<file path="config.mk">
export PLATFORM = sky130hd
export DESIGN_NAME = irrigation_timer_sequencer
export DESIGN_NICKNAME = d
export VERILOG_FILES = /design/src/rtl/irrigation_timer_sequencer.sv
export SDC_FILE = /design/constraint.sdc
export NUM_CORES = 1
export LEC_CHECK = 0
export CORE_UTILIZATION = 43
export CTS_CLUSTER_SIZE = 20
export DETAILED_ROUTE_END_ITERATION = 10
export PLACE_DENSITY = 0.84
export SLEW_MARGIN = 5
export SYNTH_ARGS = -nofsm -noshare
export SYNTH_HDL_FRONTEND = slang
export SYNTH_SLANG_ARGS = --single-unit
</file>
<file path="constraint.sdc">
create_clock -name clk -period 2.1 [get_ports clk]
set_clock_uncertainty 0.15 [all_clocks]
set_input_delay 0.42 -clock clk [delete_from_list [all_inputs] [get_ports clk]]
set_output_delay 0.42 -clock clk [all_outputs]
set_load 0.02 [all_outputs]
</file>
<file path="src/rtl/irrigation_timer_sequencer.sv">
// Irrigation countdown sequencer: loads a minutes preset on start, counts down
// in 10-second steps while driving the valve, with pause on sensor conflict and button abort.
module irrigation_timer_sequencer #(
  parameter int unsigned SPRINKLER_MIN = 15,
  parameter int unsigned DRIPPER_MIN   = 30
) (
  input  logic       clk,
  input  logic       rst_n,
  input  logic       start,
  input  logic       splinker_mode_on,
  input  logic       tick_10s,
  input  logic       conflicting_values,
  input  logic       forced_reset_from_button,
  output logic [1:0] minutes_d,
  output logic [3:0] minutes_u,
  output logic [2:0] seconds_d,
  output logic       valve_on,
  output logic       busy,
  output logic       done
);

  typedef enum logic [1:0] {IDLE, RUN, PAUSE, DONE} state_t;

  localparam logic [1:0] SPR_D = 2'(SPRINKLER_MIN / 10);
  localparam logic [3:0] SPR_U = 4'(SPRINKLER_MIN % 10);
  localparam logic [1:0] DRI_D = 2'(DRIPPER_MIN / 10);
  localparam logic [3:0] DRI_U = 4'(DRIPPER_MIN % 10);

  state_t     state, state_nxt;
  logic [1:0] md_q, md_d;
  logic [3:0] mu_q, mu_d;
  logic [2:0] sd_q, sd_d;

  // One 10-second step down with BCD-style borrow through the three digits.
  logic [1:0] dec_md;
  logic [3:0] dec_mu;
  logic [2:0] dec_sd;
  logic       dec_zero;

  always_comb begin
    dec_md = md_q;
    dec_mu = mu_q;
    dec_sd = sd_q;
    if (sd_q != 3'd0) begin
      dec_sd = sd_q - 3'd1;
    end else begin
      dec_sd = 3'd5;
      if (mu_q != 4'd0) begin
        dec_mu = mu_q - 4'd1;
      end else begin
        dec_mu = 4'd9;
        dec_md = md_q - 2'd1;
      end
    end
    dec_zero = (dec_md == 2'd0) && (dec_mu == 4'd0) && (dec_sd == 3'd0);
  end

  // Priority: abort, then conflict, then start, then tick.
  always_comb begin
    state_nxt = state;
    md_d      = md_q;
    mu_d      = mu_q;
    sd_d      = sd_q;
    if (forced_reset_from_button) begin
      state_nxt = IDLE;
      md_d      = 2'd0;
      mu_d      = 4'd0;
      sd_d      = 3'd0;
    end else begin
      case (state)
        IDLE: begin
          if (start) begin
            md_d      = splinker_mode_on ? SPR_D : DRI_D;
            mu_d      = splinker_mode_on ? SPR_U : DRI_U;
            sd_d      = 3'd0;
            state_nxt = conflicting_values ? PAUSE : RUN;
          end
        end
        RUN: begin
          if (conflicting_values) begin
            state_nxt = PAUSE;
          end else if (tick_10s) begin
            md_d = dec_md;
            mu_d = dec_mu;
            sd_d = dec_sd;
            if (dec_zero) state_nxt = DONE;
          end
        end
        PAUSE: begin
          if (!conflicting_values) state_nxt = RUN;
        end
        DONE: state_nxt = IDLE;
        default: state_nxt = IDLE;
      endcase
    end
  end

  always_ff @(posedge clk or negedge rst_n) begin
    if (!rst_n) begin
      state <= IDLE;
      md_q  <= 2'd0;
      mu_q  <= 4'd0;
      sd_q  <= 3'd0;
    end else begin
      state <= state_nxt;
      md_q  <= md_d;
      mu_q  <= mu_d;
      sd_q  <= sd_d;
    end
  end

  assign minutes_d = md_q;
  assign minutes_u = mu_q;
  assign seconds_d = sd_q;
  assign valve_on  = (state == RUN);
  assign busy      = (state == RUN) || (state == PAUSE);
  assign done      = (state == DONE);

endmodule

</file>
After elaboration in Yosys (flattened, before gate mapping):

Cells that the tools add are included.

* flip-flop bits (word level): 11
* bits of input ports: 7
* output and inout bits: 12

* multiplexer cells: 30
* $add $sub $neg: 3
* eq/ne operators: 9
* reduce and logical (&&, ||, !) cells: 12

Operator list (count)
* 2-bit 2-to-1 mux: 14
* 4-bit 2-to-1 mux: 6
* 3-bit 2-to-1 mux: 6
* 3-bit inequality test (second input constant): 4
* 2-bit case mux with 4 select lines: 1
* 4-bit case mux with 2 select lines: 1
* 4-bit AND reduction: 2
* 3-bit case mux with 2 select lines: 1
* 3-bit nonzero test: 2
* 2-bit equality test (second input constant): 2
* 2-bit logical NOT: 2
* 4-bit logical NOT: 1
* 4-bit by 3-bit inequality test with 1-bit output (second input constant): 1
* 4-bit inequality test (second input constant): 1
* 2-bit case mux with 2 select lines: 1
* 4-bit nonzero test: 1
* 4-bit by 1-bit subtractor with 4-bit output (second input constant): 1
* 3-bit logical NOT: 1
* 3-bit by 1-bit subtractor with 3-bit output (second input constant): 1
* 2-bit by 1-bit equality test with 1-bit output (second input constant): 1
* 1-bit logical AND: 2
* 2-bit by 1-bit subtractor with 2-bit output (second input constant): 1
* 1-bit logical OR: 1

Logic depth before layout (Yosys ltp):

Gate-level depths: netlist of the first run.

* depth in word-level cells: 11
* depth in mapped cells: 7
* depth with buffers taken out: 6

Least setup slack after synthesis of the first run:

Ideal clock, no wire load.

* path kind: register -> register
* start: reg state[1]
* end: reg md_q[1] (netlist: minutes_d[1])
* arrival: 1.846 ns
* period minus slack after synthesis: 2.078 ns
* path slack: 0.022 ns
* stages on the path, launching flop included: 6
* buffers on the path: 0
* library setup time: 0.082 ns
* path through: dfrtp_1 -> inv_1 -> ha_1 -> clkinv_1 -> or4_1 -> a31oi_1

* word-level cells in the longest chain between the ends: 3

Ends and longest elaborated chain
* from (decl): RTL line 29 `state_t state, state_nxt;`
* from (signal assigned): RTL line 105 `state <= state_nxt;`
* 2-bit by 1-bit equality test with 1-bit output *
* named net valve_on: RTL line 17 `output logic valve_on,`
* 3-bit inequality test (no source line) (tied with other cells)
* 4-bit AND reduction (no source line) or 2-bit 2-to-1 mux (tied branches)
* to (signal assigned): RTL line 106 `md_q <= md_d;`
* to (decl): RTL line 30 `logic [1:0] md_q, md_d;`

Mark *: on every way through the listed nets, which the timed path passes. The rest lies on a longest branch.
A chain may end at the register's enable or synchronous reset.

Worst setup path after layout of the first run:

* start: reg sd_q[0] (netlist: seconds_d[0])
* end: out seconds_d[0]

RTL lines
* from (decl): RTL line 32 `logic [2:0] sd_q, sd_d;`
* from (signal assigned): RTL line 103 `sd_q <= 3'd0;`
* from (signal assigned): RTL line 108 `sd_q <= sd_d;`
* to (decl): RTL line 16 `output logic [2:0] seconds_d,`

No word-level cell between the ends.

==> flow_summary.toml, run 1 <==
[routing]
drt_iter0_drc = 38
met2WireLength_um = 1030
wl_per_cell_um = 14.7
top_layer = "met4"
vias_per_cell = 5.65
drtAntennaViolNets = 0
routed_wl_um = 2110
wl_met1_um = 897
drcViolationCount = 0
vias = 808
wl_met3_um = 143
first_pass_iters = 4

[synth]
synth_edf_count = 0
synthFlopType = "dfrtp_1"
syn_area_per_cell_sq_um = 8.96
netlist_top_cells_count = "11 x dfrtp_1, 10 x a21oi_1, 8 x nor2_1"
async_flop_share_pct = 100
yosysTopAreaCell = "dfrtp_1"
synth_cell_types = 39
syn_inst = 87
syn-num-nets = 99
yosysWarnings = 0
seq_area_frac_synth_pct = 35.3
synthTopCellsByArea = "dfrtp_1 35%, ha_1 8.0%, a21oi_1 6.4%"
synth_seq_cells = 11
synth_top_area_share_pct = 35.3
netlist_area_sq_um = 779
post-synth-top-count-cell = "dfrtp_1"

[clock_network]
postCtsHoldBufs = 0
cts_tree = "yes"
htreeDepth = 1
cts_root_buf = "clkbuf_4"
clkLatencyLatePin_ps = 280
cts_resized = 3
post-cts-setup-buffers = 0
clkSinkCount = 11
clkTransAtPathRegs_ps = 80
cts_buffer_depth = 2
numCtsBuffers = 3

[global_route]
antenna_found_initial = 0
grt_use_total_pct = 22.6
grt_pass1_vias = 704
grt_pass1_wl_um = 3220
grt_max_degree = 16
overflow = 0

[critical_path]
crit_family = "buffers and inverters"
path_cells = "clkdlybuf4s50_1"
rr_startpoint = "state[1]$_DFFE_PN0P_"
cp_slowest_cell = "clkdlybuf4s50_1"
crit_path_max_incr_delay_ps = 670
critPathLaunch = "seconds_d[0]$_DFFE_PN0P_"
crit_required_ps = 1530
end_kind = "output port"
critPathMaxFanout = 8
crit_path_start_kind = "register"
arrival_ps = 1470
timing_worst_setup_path_type = "register to output port"
worst-path-buf-inv = 1

[layout]
areaGrowthSynthToFinish_pct = 40.1
drive_gt1_share_pct = 21.2
fin_util_pct = 64.0
diodes = 0
n_fill_cell = 132
nNetsFinal = 131
finalInstanceArea_sq_um = 1090

[floorplan]
die_h_um = 44.6
start_util_pct = 45.6
dieWidth_um = 44.6
pin_count = 19
die_area_sq_um = 1990
core_area_sq_um = 1710
std_cell_rows = 15

[place]
dp_hpwl_um = 1540
place_area_sq_um = 1060
port-buffer-count = 18
gp_congestion = 0.831

[timing]
setup_viol = 0
max_freq_ghz = 0.490
tightest_slew_ps = 502
rsz0062_at_grt = "false"
fin_hold_ws_ps = 319
min_period_ps = 2040
final-hold-violation-count = 0
post-route-period-util_pct = 97.2
drv_slew = 0
max_slew_margin_pct = 66.4

[flow_run]
maxCapViolations = 0

[worst_hold_path]
hp-class = "primary input to async pin"

[power_and_ir_drop]
p_per_area_nw_per_um2 = 896
peakVddDrop_uv = 560
leakage_uw = 0.000471
p_total_uw = 979

[status]
status = "finished clean"
[per-layer routing]
metal,up-vias,track usage [%]
li1,389,-
met1,378,30.0
met2,37,34.4
met3,4,7.76
met4,0,7.27
met5,-,0
[logic make-up after synthesis]
kind of cell             after synthesis  share of synthesized area, %
multiplexers                           2                          2.73
adder cells (fa/ha/maj)                5                          8.03
AND/OR/NAND/NOR                       36                          28.3
flip-flops                            11                          35.3
buffers and inverters                  7                          4.65
AO/OA/AOI/OAI                         26                          21.0
[flip-flops by register name (all words and copies together), names as in the netlist]
name and count:
minutes_d 2, state 2, minutes_u 4, seconds_d 3
[stage by stage]
step | setup TNS [ps] | setup slack, ps | std cells
after detailed placement | -335 | -115 | 139
after CTS | 0 | 53.3 | 143
after floorplan | 0 | 22.4 | 87
after global placement | -178 | -84.5 | 139
final | 0 | 58.8 | 143
after global routing | 0 | 1.81 | 143
[where the power goes]
part | switching, uW | internal (uW)
registers | 49.6 | 247
logic | 294 | 239
clock network | 76.9 | 73.8
[cell type report]
cell class	instances	area, sq um	area share (%)
Clock buffer	4	26.3	2.41
Inverter	4	18.8	1.72
Multi-Input combinational cell	69	474	43.4
Sequential cell	11	275	25.2
Tap cell	25	31.3	2.86
Timing Repair Buffer	30	267	24.4
[final timing paths]
kind | end | slack [ps] | cells past startpoint
setup / recovery | seconds_d[0] | 60 | 1
hold / removal | seconds_d[2]$_DFFE_PN0P_ | 320 | 1
hold reg to reg | minutes_u[0]$_DFFE_PN0P_ | 470 | 2
min in group clk | minutes_u[0]$_DFFE_PN0P_ | 470 | 2
setup reg to reg | minutes_d[1]$_DFFE_PN0P_ | 90 | 6
max in group asynchronous | minutes_d[0]$_DFFE_PN0P_ | 1130 | 1
[cell usage in the layout (no fill, tap or decap), types with 2 or more instances in the layout]
cell type,netlist,final
a21oi_1,10,10
buf_4,1,12
clkbuf_4,0,3
clkdlybuf4s50_1,0,15
dfrtp_1,11,11
dlygate4sd2_1,0,3
ha_1,5,5
inv_1,3,2
nand2_1,4,4
nand2b_1,2,2
nand3_1,3,3
nor2_1,8,8
nor3_1,3,3
nor4_1,2,2
o21ai_0,6,6
or4_1,3,3
(Power assumes the default switching activity.)
==> run 2: changes to the inputs <==
Settings changed: CELL_PAD_IN_SITES_DETAIL_PLACEMENT set to 0, CELL_PAD_IN_SITES_GLOBAL_PLACEMENT set to 2, CORE_ASPECT_RATIO set to 1.5, CORE_UTILIZATION 43 to 25, PLACE_DENSITY 0.84 to 0.82.
==> run 2 against run 1 <==
  * Critical path depth rose by 5
  * Non-clock buffer count is 1 higher
  * Worst setup slack improved by 23 ps
  * Critical path type is now register to register
==> flow_summary.toml, run 2 (synthesis gave the netlist of run 1 again) <==
[critical_path]
endpoint = "minutes_d[1]$_DFFE_PN0P_"
critPathLaunch = "state[0]$_DFFE_PN0P_"
crit_required_ps = 2110
crit_path_start_kind = "register"
arrival_ps = 2020
path_depth = 6
r2r-end = "minutes_d[1]$_DFFE_PN0P_"
worst-path-buf-inv = 1
end_kind = "register"
crit_family = "simple AND/OR/NAND/NOR gates"
cp_slowest_cell = "or4_4"
crit_path_max_incr_delay_ps = 430
path_cells = "inv_1 -> ha_1 -> and2b_2 -> a211o_2 -> or4_4 -> a31oi_2"
reg2reg_slack_ps = 80
timing_worst_setup_path_type = "register to register"
critPathMaxFanout = 4
worstRegToRegCells = 6
rr_startpoint = "state[0]$_DFFE_PN0P_"

[routing]
drtAntennaViolNets = 0
vias_per_cell = 5.18
drcViolationCount = 0
wl_per_cell_um = 13.7
vias = 818
drt_iter0_drc = 6
first_pass_iters = 4
routed_wl_um = 2170

[place]
place_area_sq_um = 1080
port-buffer-count = 18
gp_congestion = 0.860
dp_hpwl_um = 1700
pre_cts_ws_ps = -179

[floorplan]
std_cell_rows = 24
pin_count = 19
die_area_sq_um = 3350
die_h_um = 70.4
core_area_sq_um = 2940
dieWidth_um = 47.6
start_util_pct = 26.5

[clock_network]
htreeDepth = 1
clkTransAtPathRegs_ps = 50
cts_root_buf = "clkbuf_8"
post-cts-setup-buffers = 0
clkSinkCount = 11
cts_buffer_depth = 2
numCtsBuffers = 3
clkLatencyLatePin_ps = 240
cts_tree = "yes"

[timing]
fin_hold_ws_ps = 387
worst_slack_ps = 81.9
tightest_slew_ps = 544
final-hold-violation-count = 0
max_freq_ghz = 0.496
post-route-period-util_pct = 96.1
max_slew_margin_pct = 63.6
rsz0062_at_grt = "false"
finalSetupTns_ps = 0
min_period_ps = 2020
setup_viol = 0
drv_slew = 0

[power_and_ir_drop]
leakage_uw = 0.000499
swShare_pct = 40.4
p_per_area_nw_per_um2 = 930
pwr-share-seq_pct = 27.9
pwr-share-clk_pct = 20.5
peakVddDrop_uv = 395
p_total_uw = 1060
pwr-share-comb_pct = 51.6
p_switching_uw = 428
p_int_uw = 631

[global_route]
grt_pass1_vias = 820
overflow = 0
grt_use_total_pct = 15.2
grt_max_degree = 12
antenna_found_initial = 0
grt_pass1_wl_um = 3660

[status]
status = "finished clean"

[layout]
drive_gt1_share_pct = 21.0
finalInstanceArea_sq_um = 1140
diodes = 0
final_common_cell = "clkdlybuf4s50_1"
largest_register_ff_count = 4
nNetsFinal = 132
areaGrowthSynthToFinish_pct = 46.2
final_cell_mix = "15 x clkdlybuf4s50_1, 13 x buf_4, 11 x dfrtp_1"

[flow_run]
maxCapViolations = 0

[worst_hold_path]
hp-class = "primary input to async pin"
run 2: cell types whose count changed in the layout (fill, tap and decap cells not counted), sizes merged:
cell / before / now
dlygate4sd2: 3 / 2
clkinvlp: 1 / 0
buf: 12 / 13
dlymetal6s2s: 0 / 1
clkinv: 0 / 1
run 2: worst min-delay path by stage:
stage / startpoint / end / depth (start not counted)
after floorplan: rst_n / minutes_d[0]$_DFFE_PN0P_ / 0
after global placement: minutes_u[0]$_DFFE_PN0P_ / minutes_u[0]$_DFFE_PN0P_ / 2
after detailed placement: minutes_u[0]$_DFFE_PN0P_ / minutes_u[0]$_DFFE_PN0P_ / 2
after CTS: rst_n / minutes_d[1]$_DFFE_PN0P_ / 1
after global routing: rst_n / minutes_d[1]$_DFFE_PN0P_ / 1
final: rst_n / minutes_d[1]$_DFFE_PN0P_ / 1
run 2: final cells by class:
cell class / count / area (sq um)
multi-input cells: 69 / 478
fillers: 325 / 1800
repair buffers: 31 / 278
inverters: 4 / 15.0
well taps: 39 / 48.8
flip-flops and latches: 11 / 275
clock buffers: 4 / 45.0
run 2: stage by stage:
stage / cells / util (%)
CTS: 158 / 38.3
finish: 158 / 38.7
detailed placement: 154 / 36.9
global placement: 154 / 36.9
floorplan: 87 / -
global route: 158 / 38.7
run 2: metal layers:
metal / routed length (um) / vias to the layer above / global-route usage (%)
met3: 81 / 2 / 2.07
met2: 1180 / 17 / 24.4
met1: 884 / 407 / 18.1
li1: - / 392 / -
met4: 21 / 0 / 9.26
met5: 0 / - / 0
run 2: power groups by stage:
stage | clock, uW | sequential, uW | combinational [uW]
floorplan | 0 | 326 | 282
global placement | 0 | 298 | 544
detailed placement | 0 | 299 | 549
CTS | 223 | 296 | 542
global route | 231 | 305 | 593
finish | 218 | 296 | 547
run 2: timing repair:
| action | CTS | global route |
|---|---|---|
| setup endpoints to repair | 2 | 2 |
| hold buffers | 0 | 0 |
| pin swaps | 0 | 1 |
| gates resized for setup | 2 | 3 |
